--- config.mk ---
export PLATFORM = sky130hd
export DESIGN_NAME = mem_arbiter_flat
export DESIGN_NICKNAME = d
export VERILOG_FILES = /design/src/rtl/mem_arbiter_if.sv /design/src/rtl/mem_arbiter.sv /design/src/flat_wrapper.sv
export SDC_FILE = /design/constraint.sdc
export NUM_CORES = 1
export LEC_CHECK = 0
export CORE_MARGIN = 10
export CORE_UTILIZATION = 39
export CTS_CLUSTER_SIZE = 10
export DETAILED_ROUTE_END_ITERATION = 16
export PLACE_DENSITY_LB_ADDON = 0.08
export RECOVER_POWER = 100
export SETUP_SLACK_MARGIN = 0.1
export SYNTH_ARGS = -nofsm -noshare
export SYNTH_HDL_FRONTEND = slang
export SYNTH_SLANG_ARGS = --single-unit
--- constraint.sdc ---
create_clock -name clk -period 1.85 [get_ports clk]
set_clock_uncertainty 0.15 [all_clocks]
set_input_delay 0.4625 -clock clk [delete_from_list [all_inputs] [get_ports clk]]
set_output_delay 0.4625 -clock clk [all_outputs]
set_load 0.005 [all_outputs]
--- src/rtl/mem_arbiter_if.sv ---
// Bus bundle for mem_arbiter: CPU port, loader port and the shared memory lines.
// slave = arbiter view, master = requesters plus memory view.
interface mem_arbiter_if #(
   parameter int AW = 6,
   parameter int DW = 8
);
   logic          c_req;
   logic          c_we;
   logic [AW-1:0] c_addr;
   logic [DW-1:0] c_wdata;
   logic [DW-1:0] c_rdata;
   logic          c_ack;

   logic          l_req;
   logic          l_we;
   logic          l_lock;
   logic [AW-1:0] l_addr;
   logic [DW-1:0] l_wdata;
   logic [DW-1:0] l_rdata;
   logic          l_ack;

   logic [AW-1:0] mem_addr;
   logic          mem_read;
   logic          mem_write;
   logic [DW-1:0] mem_wdata;
   logic [DW-1:0] mem_rdata;

   modport slave (
      input  c_req, c_we, c_addr, c_wdata,
      output c_rdata, c_ack,
      input  l_req, l_we, l_lock, l_addr, l_wdata,
      output l_rdata, l_ack,
      output mem_addr, mem_read, mem_write, mem_wdata,
      input  mem_rdata
   );

   modport master (
      output c_req, c_we, c_addr, c_wdata,
      input  c_rdata, c_ack,
      output l_req, l_we, l_lock, l_addr, l_wdata,
      input  l_rdata, l_ack,
      input  mem_addr, mem_read, mem_write, mem_wdata,
      output mem_rdata
   );
endinterface

--- src/rtl/mem_arbiter.sv ---
// Round-robin two-port (CPU / loader) arbiter in front of the 64x8 memory.
// Optional grant counters c_grants/l_grants are built when MEM_ARB_STATS_EN is defined.
//
// state  | meaning
// IDLE   | waiting for a request; arbitrates and latches the granted request
// ACCESS | drives the memory strobe for one cycle and captures read data
// DONE   | one-cycle ack with read data to the owning port
module mem_arbiter #(
   parameter int AW = 6,
   parameter int DW = 8
) (
   input  logic          clk,
   input  logic          reset,
   mem_arbiter_if.slave  bus,
   output logic          owner,
`ifdef MEM_ARB_STATS_EN
   output logic [7:0]    c_grants,
   output logic [7:0]    l_grants,
`endif
   output logic          busy
);

   typedef enum logic [1:0] {IDLE, ACCESS, DONE} state_t;

   state_t        state_q, state_d;
   logic          owner_q, owner_d;
   logic          we_q, we_d;
   logic [AW-1:0] addr_q, addr_d;
   logic [DW-1:0] wdata_q, wdata_d;
   logic [DW-1:0] rdata_q, rdata_d;

   logic grant_vld;
   logic grant_l;

   always_ff @(posedge clk or posedge reset) begin
      if (reset) begin
         state_q <= IDLE;
         owner_q <= 1'b1;
         we_q    <= 1'b0;
         addr_q  <= '0;
         wdata_q <= '0;
         rdata_q <= '0;
      end else begin
         state_q <= state_d;
         owner_q <= owner_d;
         we_q    <= we_d;
         addr_q  <= addr_d;
         wdata_q <= wdata_d;
         rdata_q <= rdata_d;
      end
   end

   always_comb begin
      grant_vld = 1'b0;
      grant_l   = 1'b0;
      // A loader holding lock keeps the bus only once it already owns it.
      if (bus.l_req && bus.l_lock && owner_q) begin
         grant_vld = 1'b1;
         grant_l   = 1'b1;
      end else if (bus.c_req && bus.l_req) begin
         grant_vld = 1'b1;
         grant_l   = ~owner_q;
      end else if (bus.c_req) begin
         grant_vld = 1'b1;
         grant_l   = 1'b0;
      end else if (bus.l_req) begin
         grant_vld = 1'b1;
         grant_l   = 1'b1;
      end
   end

   always_comb begin
      state_d       = state_q;
      owner_d       = owner_q;
      we_d          = we_q;
      addr_d        = addr_q;
      wdata_d       = wdata_q;
      rdata_d       = rdata_q;
      bus.mem_addr  = '0;
      bus.mem_wdata = '0;
      bus.mem_read  = 1'b0;
      bus.mem_write = 1'b0;
      bus.c_ack     = 1'b0;
      bus.l_ack     = 1'b0;
      bus.c_rdata   = '0;
      bus.l_rdata   = '0;

      case (state_q)
         IDLE: begin
            if (grant_vld) begin
               state_d = ACCESS;
               owner_d = grant_l;
               if (grant_l) begin
                  we_d    = bus.l_we;
                  addr_d  = bus.l_addr;
                  wdata_d = bus.l_wdata;
               end else begin
                  we_d    = bus.c_we;
                  addr_d  = bus.c_addr;
                  wdata_d = bus.c_wdata;
               end
            end
         end
         ACCESS: begin
            bus.mem_addr  = addr_q;
            bus.mem_wdata = wdata_q;
            bus.mem_read  = ~we_q;
            bus.mem_write = we_q;
            rdata_d       = we_q ? '0 : bus.mem_rdata;
            state_d       = DONE;
         end
         DONE: begin
            if (owner_q) begin
               bus.l_ack   = 1'b1;
               bus.l_rdata = rdata_q;
            end else begin
               bus.c_ack   = 1'b1;
               bus.c_rdata = rdata_q;
            end
            state_d = IDLE;
         end
         default: state_d = IDLE;
      endcase
   end

   assign owner = owner_q;
   assign busy  = (state_q != IDLE);

`ifdef MEM_ARB_STATS_EN
   logic [7:0] c_grants_q, c_grants_d;
   logic [7:0] l_grants_q, l_grants_d;

   always_ff @(posedge clk or posedge reset) begin
      if (reset) begin
         c_grants_q <= '0;
         l_grants_q <= '0;
      end else begin
         c_grants_q <= c_grants_d;
         l_grants_q <= l_grants_d;
      end
   end

   always_comb begin
      c_grants_d = c_grants_q;
      l_grants_d = l_grants_q;
      if (state_q == IDLE && grant_vld) begin
         if (grant_l && l_grants_q != 8'hFF) l_grants_d = l_grants_q + 8'd1;
         if (!grant_l && c_grants_q != 8'hFF) c_grants_d = c_grants_q + 8'd1;
      end
   end

   assign c_grants = c_grants_q;
   assign l_grants = l_grants_q;
`endif

endmodule

--- src/flat_wrapper.sv ---
// flat-port wrapper written by rule: the top's interface ports become plain ports
module mem_arbiter_flat 
#(
   parameter int AW = 6,
   parameter int DW = 8
)
  (clk, reset, owner, busy, bus_c_req, bus_c_we, bus_c_addr, bus_c_wdata, bus_c_rdata, bus_c_ack, bus_l_req, bus_l_we, bus_l_lock, bus_l_addr, bus_l_wdata, bus_l_rdata, bus_l_ack, bus_mem_addr, bus_mem_read, bus_mem_write, bus_mem_wdata, bus_mem_rdata);
  mem_arbiter_if #(.AW(AW), .DW(DW)) bus_i ();
  input  logic clk;
  input  logic reset;
  output logic owner;
  output logic busy;
  input wire logic [$bits(bus_i.c_req)-1:0] bus_c_req;
  input wire logic [$bits(bus_i.c_we)-1:0] bus_c_we;
  input wire logic [$bits(bus_i.c_addr)-1:0] bus_c_addr;
  input wire logic [$bits(bus_i.c_wdata)-1:0] bus_c_wdata;
  output wire logic [$bits(bus_i.c_rdata)-1:0] bus_c_rdata;
  output wire logic [$bits(bus_i.c_ack)-1:0] bus_c_ack;
  input wire logic [$bits(bus_i.l_req)-1:0] bus_l_req;
  input wire logic [$bits(bus_i.l_we)-1:0] bus_l_we;
  input wire logic [$bits(bus_i.l_lock)-1:0] bus_l_lock;
  input wire logic [$bits(bus_i.l_addr)-1:0] bus_l_addr;
  input wire logic [$bits(bus_i.l_wdata)-1:0] bus_l_wdata;
  output wire logic [$bits(bus_i.l_rdata)-1:0] bus_l_rdata;
  output wire logic [$bits(bus_i.l_ack)-1:0] bus_l_ack;
  output wire logic [$bits(bus_i.mem_addr)-1:0] bus_mem_addr;
  output wire logic [$bits(bus_i.mem_read)-1:0] bus_mem_read;
  output wire logic [$bits(bus_i.mem_write)-1:0] bus_mem_write;
  output wire logic [$bits(bus_i.mem_wdata)-1:0] bus_mem_wdata;
  input wire logic [$bits(bus_i.mem_rdata)-1:0] bus_mem_rdata;
  assign bus_i.c_req = bus_c_req;
  assign bus_i.c_we = bus_c_we;
  assign bus_i.c_addr = bus_c_addr;
  assign bus_i.c_wdata = bus_c_wdata;
  assign bus_c_rdata = bus_i.c_rdata;
  assign bus_c_ack = bus_i.c_ack;
  assign bus_i.l_req = bus_l_req;
  assign bus_i.l_we = bus_l_we;
  assign bus_i.l_lock = bus_l_lock;
  assign bus_i.l_addr = bus_l_addr;
  assign bus_i.l_wdata = bus_l_wdata;
  assign bus_l_rdata = bus_i.l_rdata;
  assign bus_l_ack = bus_i.l_ack;
  assign bus_mem_addr = bus_i.mem_addr;
  assign bus_mem_read = bus_i.mem_read;
  assign bus_mem_write = bus_i.mem_write;
  assign bus_mem_wdata = bus_i.mem_wdata;
  assign bus_i.mem_rdata = bus_mem_rdata;
  mem_arbiter #(.AW(AW), .DW(DW)) u_core (.clk(clk), .reset(reset), .bus(bus_i), .owner(owner), .busy(busy));
endmodule
==> reports/qor.txt, run 1 <==
Worst slew pin tran - 646 ps
Root Buffer - clkbuf_8
Post-layout minimum cycle time - 2100 ps
Vias in the first global route - 1697
Largest net degree at the start of global routing - 33
Cell Area, Synth - 0.00152 sq mm
# DRC - 0
Distinct cell type count of the synthesized netlist - 25
Share of cells above drive strength 1 - 45.2%
Relative slew margins - 56.9%
Max Freq - 0.476 GHz
Worst Hold Class - reg2reg
Chip Height - 82.4 um
Final Cycle Share - 114%
Hold path start - u_core.rdata_q[1]
Int Pwr - 2.39 mW
Setup crit end kind - primary output
Final ANT Viol Nets - 0
Final Hold Slack - 372 ps
Ports - 79
Seq/Total Area, Yosys - 43.0%
Worst setup margin - -251 ps
Final core occ - 75.0%
CTS tree - done
CTS Buf Count - 3
Placement Setup Slack - -251 ps
Core Region - 0.00372 sq mm
Failing checks - setup timing
Post-Synthesis Cells - 170
Crit Reg-Reg Endpoint - u_core.addr_q[2]
Initial antenna violation count - 0
Reg2reg start - u_core.owner
Tot Pwr - 4.06 mW
Yosys reg bits - 26
Top cells by area, synth - dfrtp_1 41%, o221ai_2 9.9%, and2_1 7.0%
Setup TNS - -3610 ps
Clock latency on the worst-skew pair - 270 ps
Non-Filler Instances - 320
GRT overflow - 0
Antenna fix cells - 0
Hold Path Sink - u_core.rdata_q[1]
P&R area growth vs syn - 83.7%
Clock share of power - 9.2%
Crit-path max FO - 4
Hold violation total from the final report - 0
Crit Path Category - reg2out
CP arrival - 1490 ps
Post-synth top area share - 41.3%
Syn nets - 213
Filler cells - 266
Clk sinks - 26
H-tree Lvls - 1
Worst setup SP type - flip-flop
DRT Pass-1 Iters - 4
DR WL/cell - 18.8 um
Worst IR Drop VDD - 0.655 mV
Cell area after layout - 0.00279 sq mm
Psw - 1.68 mW
Synthesized area per cell - 8.92 sq um
Nets@finish - 316
Initial Util - 40.8%
Routed vias - 1661
DIE AREA - 0.00678 sq mm
Clock transition at path regs - 100 ps
Clock tree buffer depth - 2
Final Routed Wirelength - 6010 um
Combinational power share - 65.9%
Final Max Slew Viols - 0
Routability congestion estimate from global placement - 0.760
FF-to-FF path depth - 7
FF-to-FF setup slack - 140 ps
RSZ-0062 raised after global routing - true
Placed cell areas - 0.00240 sq mm
First-pass GRT wire length - 8390 um
Vias/cell - 5.19
# Max-Cap Violations - 0
Leak Pwr - 1.27 nW
Sw Share - 41.2%
Ys Warns - 0
WP data required - 1240 ps
GR Util All Layers - 15.4%
Yosys top cell by area - dfrtp_1
Outcome - finished with violations
HPWL after detailed placement - 3800 um
PD cells - 1460 mW/mm^2
Die width - 82.4 um
Dpl cells - 299
Initial DRC Count - 110
Row count - 22
Finish-stage setup viols - 34
IO Port Bufs - 78
WHS Path Cells - 2
Sequential power share - 25.0%
-- worst max-delay path by stage --
stage,from,end,cells after the start
after global placement,u_core.owner,bus_l_rdata[7],3
after CTS,u_core.owner,bus_c_rdata[2],6
after floorplan,u_core.owner,bus_l_rdata[0],3
final,u_core.owner,bus_c_rdata[2],6
after global routing,u_core.owner,bus_c_rdata[2],6
after detailed placement,u_core.owner,bus_c_rdata[2],5
-- flip-flops by register name, summed over array words and instances (netlist names) --
name,cells
u_core.rdata_q,8
u_core.addr_q,6
u_core.owner,1
u_core.wdata_q,8
u_core.we_q,1
u_core.state_q,2
-- worst max-delay path, stage by stage, from the launching register on --
cell     delay (ps)
dfstp_2         580
buf_6           110
nor3b_4          40
buf_6           130
buf_6           110
and2_4          150
buf_6           110
-- cell families (layout without fill, tap and decap cells) --
| kind of cell | count (synthesis) | count (layout) | synth area share, % |
|---|---|---|---|
| AND/OR/NAND/NOR | 86 | 87 | 30.2 |
| flip-flops | 26 | 26 | 43.0 |
| buffers and inverters | 34 | 135 | 10.8 |
| AO/OA/AOI/OAI | 24 | 24 | 16.0 |
-- layout make-up --
cell class,count,area (sq um),share of cell area (%)
repair buffers,111,1060,38.1
multi-input cells,111,863,31.0
flip-flops and latches,26,653,23.4
inverters,19,83.8,3.01
well taps,48,60.1,2.16
clock buffers,4,55.1,1.98
repair inverters,1,8.76,0.314
-- cells in the mapped netlist, drive strengths merged --
cell,n
buf,7
nor3b,1
dfstp,1
nand3b,1
or2,1
dfrtp,25
nor2,17
o21ai,8
clkinv,1
nand3,15
nand2b,1
nand4,15
o221ai,15
nand2,17
and2,17
a22o,1
clkbuf,8
and3b,1
inv,18
-- cells in the final DEF, fill, tap and decap left out, types with 2 or more instances in the layout --
cell,n
buf_8,2
nor2_2,4
nand3_1,15
o221ai_1,3
buf_2,19
buf_4,13
o221ai_2,12
and2_1,6
nor2_4,12
nand4_1,15
and2_4,11
o21ai_0,7
buf_6,31
and3b_2,2
nand2_1,16
clkdlybuf4s50_1,41
clkbuf_8,4
inv_1,16
dfrtp_1,24
buf_12,2
-- routing by layer --
| layer | share of wire, % | vias up | GRT usage [%] |
|---|---|---|---|
| li1 | - | 790 | - |
| met1 | 39 | 795 | 19.5 |
| met2 | 51 | 72 | 25.4 |
| met3 | 9.5 | 4 | 4.97 |
| met4 | 0.45 | 0 | 2.55 |
| met5 | 0 | - | 0 |
-- timing repair --
action / CTS / global route
gates cloned: 2 / 3
endpoints found under the setup margin: 37 / 48
setup buffers: 8 / 6
resized for setup: 191 / 47
pin swaps: 15 / 2
hold buffers: 0 / 0
-- power by group through the flow --
stage	sequential [mW]	combinational (mW)	clock, mW
after floorplan	0.951	1.06	0
final	1.01	2.68	0.373
after CTS	0.989	2.09	0.366
after global placement	0.954	1.86	0
after detailed placement	0.967	1.91	0
after global routing	1.05	2.88	0.409
Note: power is estimated with default switching activity, not from simulation.
==> inputs of run 2 (changes only) <==
GPL_TIMING_DRIVEN = 0   (was default)
==> run 2 against run 1 <==
  * The flow still finishes with violations (setup timing)
  * Final cell count rose by 0.63%
  * Cell area rose by 1.3%
  * Critical path depth did not move
  * Count of clock-buffer cells in the layout fell by 1
  * Sequential share of layout area fell by 0.30 points
  * Register-to-register slack got worse by 60 ps
  * Combinational power fell by 3%
  * Hold slack got worse by 44 ps
  * Largest power group unchanged
==> reports/qor.txt, run 2 (synthesized netlist as in run 1, its figures left out) <==
Outcome - finished with violations (unchanged)
Failing checks - setup timing (unchanged)
Final Cycle Share - 111% (was 114%)
Top flop regs - u_core.rdata_q (8), u_core.wdata_q (8), u_core.addr_q (6) (unchanged)
Cell area after layout - 0.00282 sq mm (was 0.00279 sq mm)
GRT overflow - 0 (unchanged)
GR Layer Usage met3 - 5.08% (was 4.97%)
Max Freq - 0.488 GHz (was 0.476 GHz)
Tot Pwr - 4.08 mW (was 4.06 mW)
Initial Util - 40.8% (unchanged)
P&R area growth vs syn - 86.1% (was 83.7%)
Routability congestion estimate from global placement - 0.822 (was 0.760)
DR WL/cell - 17.5 um (was 18.8 um)
Clock tree buffer depth - 2 (unchanged)
Share of cells above drive strength 1 - 45.3% (was 45.2%)
Worst IR Drop VDD - 1.09 mV (was 0.655 mV)
WP data required - 1240 ps (about the same)
Setup crit end kind - primary output (unchanged)
Crit Reg-Reg Endpoint - u_core.addr_q[0] (was u_core.addr_q[2])
Post-layout minimum cycle time - 2050 ps (was 2100 ps)
Chip Height - 82.4 um (unchanged)
Worst slew pin tran - 560 ps (was 646 ps)
Initial antenna violation count - 0 (unchanged)
Nets@finish - 318 (was 316)
CP arrival - 1440 ps (was 1490 ps)
Crit Path Category - reg2out (unchanged)
Clock share of power - 11.6% (was 9.2%)
Root Buffer - clkbuf_8 (unchanged)
Largest net degree at the start of global routing - 27 (was 33)
IO Port Bufs - 77 (was 78)
Commonest non-fill, non-tap cell in the layout - clkdlybuf4s50_1 (unchanged)
Final Routed Wirelength - 5640 um (was 6010 um)
Clock transition at path regs - 100 ps (about the same)
Met2 usage - 25.0% (was 25.4%)
Hold Path Sink - u_core.we_q (was u_core.rdata_q[1])
Finish-stage setup viols - 35 (was 34)
# Max-Cap Violations - 0 (unchanged)
HPWL after detailed placement - 3690 um (was 3800 um)
Hold_buf cts - 0 (unchanged)
Int Pwr - 2.48 mW (was 2.39 mW)
Final Max Slew Viols - 0 (unchanged)
Worst Hold Class - in2reg (was reg2reg)
Most frequent cells in the layout - 40 x clkdlybuf4s50_1, 33 x buf_6, 24 x dfrtp_1, 17 x buf_2 (was 41 x clkdlybuf4s50_1, 31 x buf_6, 24 x dfrtp_1, 19 x buf_2)
H-tree Lvls - 1 (unchanged)
WHS Path Cells - 3 (was 2)
GR Util All Layers - 15.7% (was 15.4%)
Filler cells - 279 (was 266)
Top Usage Layer GRT - met2 (unchanged)
Sequential power share - 24.5% (was 25.0%)
First-pass GRT wire length - 8290 um (was 8390 um)
Placed cell areas - 0.00235 sq mm (was 0.00240 sq mm)
Met1 GRT Util - 20.5% (was 19.5%)
Ports - 79 (unchanged)
FF-to-FF setup slack - 80 ps (was 140 ps)
Vias in the first global route - 1606 (was 1697)
Worst setup margin - -199 ps (was -251 ps)
Final Hold Slack - 328 ps (was 372 ps)
Clk sinks - 26 (unchanged)
Initial DRC Count - 120 (was 110)
Antenna fix cells - 0 (unchanged)
DRT Pass-1 Iters - 4 (unchanged)
Hold violation total from the final report - 0 (unchanged)
Die width - 82.4 um (unchanged)
Final ANT Viol Nets - 0 (unchanged)
Hold path start - bus_l_req (was u_core.rdata_q[1])
Worst setup SP type - flip-flop (unchanged)
Final core occ - 76.0% (was 75.0%)
Combinational power share - 63.8% (was 65.9%)
Core Region - 0.00372 sq mm (unchanged)
Relative slew margins - 62.6% (was 56.9%)
Leak Pwr - 1.30 nW (was 1.27 nW)
CTS Buf Count - 3 (unchanged)
# DRC - 0 (unchanged)
RSZ-0062 raised after global routing - true (unchanged)
Crit-path max FO - 4 (unchanged)
Setup TNS - -4270 ps (was -3610 ps)
PD cells - 1450 mW/mm^2 (was 1460 mW/mm^2)
CTS tree - done (unchanged)
Clock latency on the worst-skew pair - 280 ps (was 270 ps)
Sw Share - 39.2% (was 41.2%)
Psw - 1.60 mW (was 1.68 mW)
Vias/cell - 5.14 (was 5.19)
Routed vias - 1654 (was 1661)
Reg2reg start - u_core.state_q[1] (was u_core.owner)
DIE AREA - 0.00678 sq mm (unchanged)
FF-to-FF path depth - 7 (unchanged)
Row count - 22 (unchanged)
## run 2: cell types whose count changed in the layout (fill, tap and decap cells not counted), sizes merged
cell	previous run	this run
and3b	2	1
buf	67	64
bufinv	0	1
clkbuf	6	13
clkdlybuf4s50	41	40
clkinv	2	0
clkinvlp	0	2
inv	18	17
## run 2: cell type report
class | count | area (sq um) | share of cell area [%]
clock inverters | 1 | 30.0 | 1.06
well taps | 48 | 60.1 | 2.13
flip-flops and latches | 26 | 653 | 23.1
repair buffers | 100 | 961 | 34.0
multi-input cells | 110 | 825 | 29.2
clock buffers | 3 | 41.3 | 1.46
inverters | 19 | 81.3 | 2.88
plain buffers | 15 | 171 | 6.07
## run 2: worst max-delay path: stages, from the launching register on
cell	delay, ps
dfstp_2	560
buf_6	110
nor3b_4	40
buf_6	130
buf_6	100
and2_4	120
buf_6	110
## run 2: routing by layer
metal,wire length [um],share of wire [%],vias to the layer above
met3,531,9.4,6
li1,-,-,797
met2,2730,48,69
met5,0,0,-
met4,37,0.66,0
met1,2340,41,782
## run 2: repair_timing
item,CTS,global route
setup endpoints to repair,36,47
gates cloned,3,1
setup buffers,13,6
pin swaps,16,5
gates resized for setup,188,59
## run 2: worst max-delay path by stage
stage,endpoint,slack [ps],startpoint
floorplan,bus_l_rdata[0],160,u_core.owner
finish,bus_c_rdata[3],-200,u_core.owner
detailed placement,bus_l_rdata[6],-430,u_core.owner
global route,bus_c_rdata[3],-270,u_core.owner
global placement,bus_l_rdata[5],-450,u_core.owner
CTS,bus_c_rdata[3],-170,u_core.owner
## run 2: power by group through the flow
stage | clock [mW] | combinational [mW] | sequential, mW
final | 0.475 | 2.61 | 1.00
after global placement | 0 | 1.79 | 0.972
after global routing | 0.515 | 2.82 | 1.03
after detailed placement | 0 | 1.81 | 0.981
after floorplan | 0 | 1.06 | 0.951
after CTS | 0.481 | 2.23 | 0.965
## run 2: stage by stage
stage | std cells | setup slack (ps)
after floorplan | 170 | 162
after global placement | 295 | -454
after detailed placement | 295 | -429
after CTS | 315 | -168
after global routing | 322 | -270
final | 322 | -199
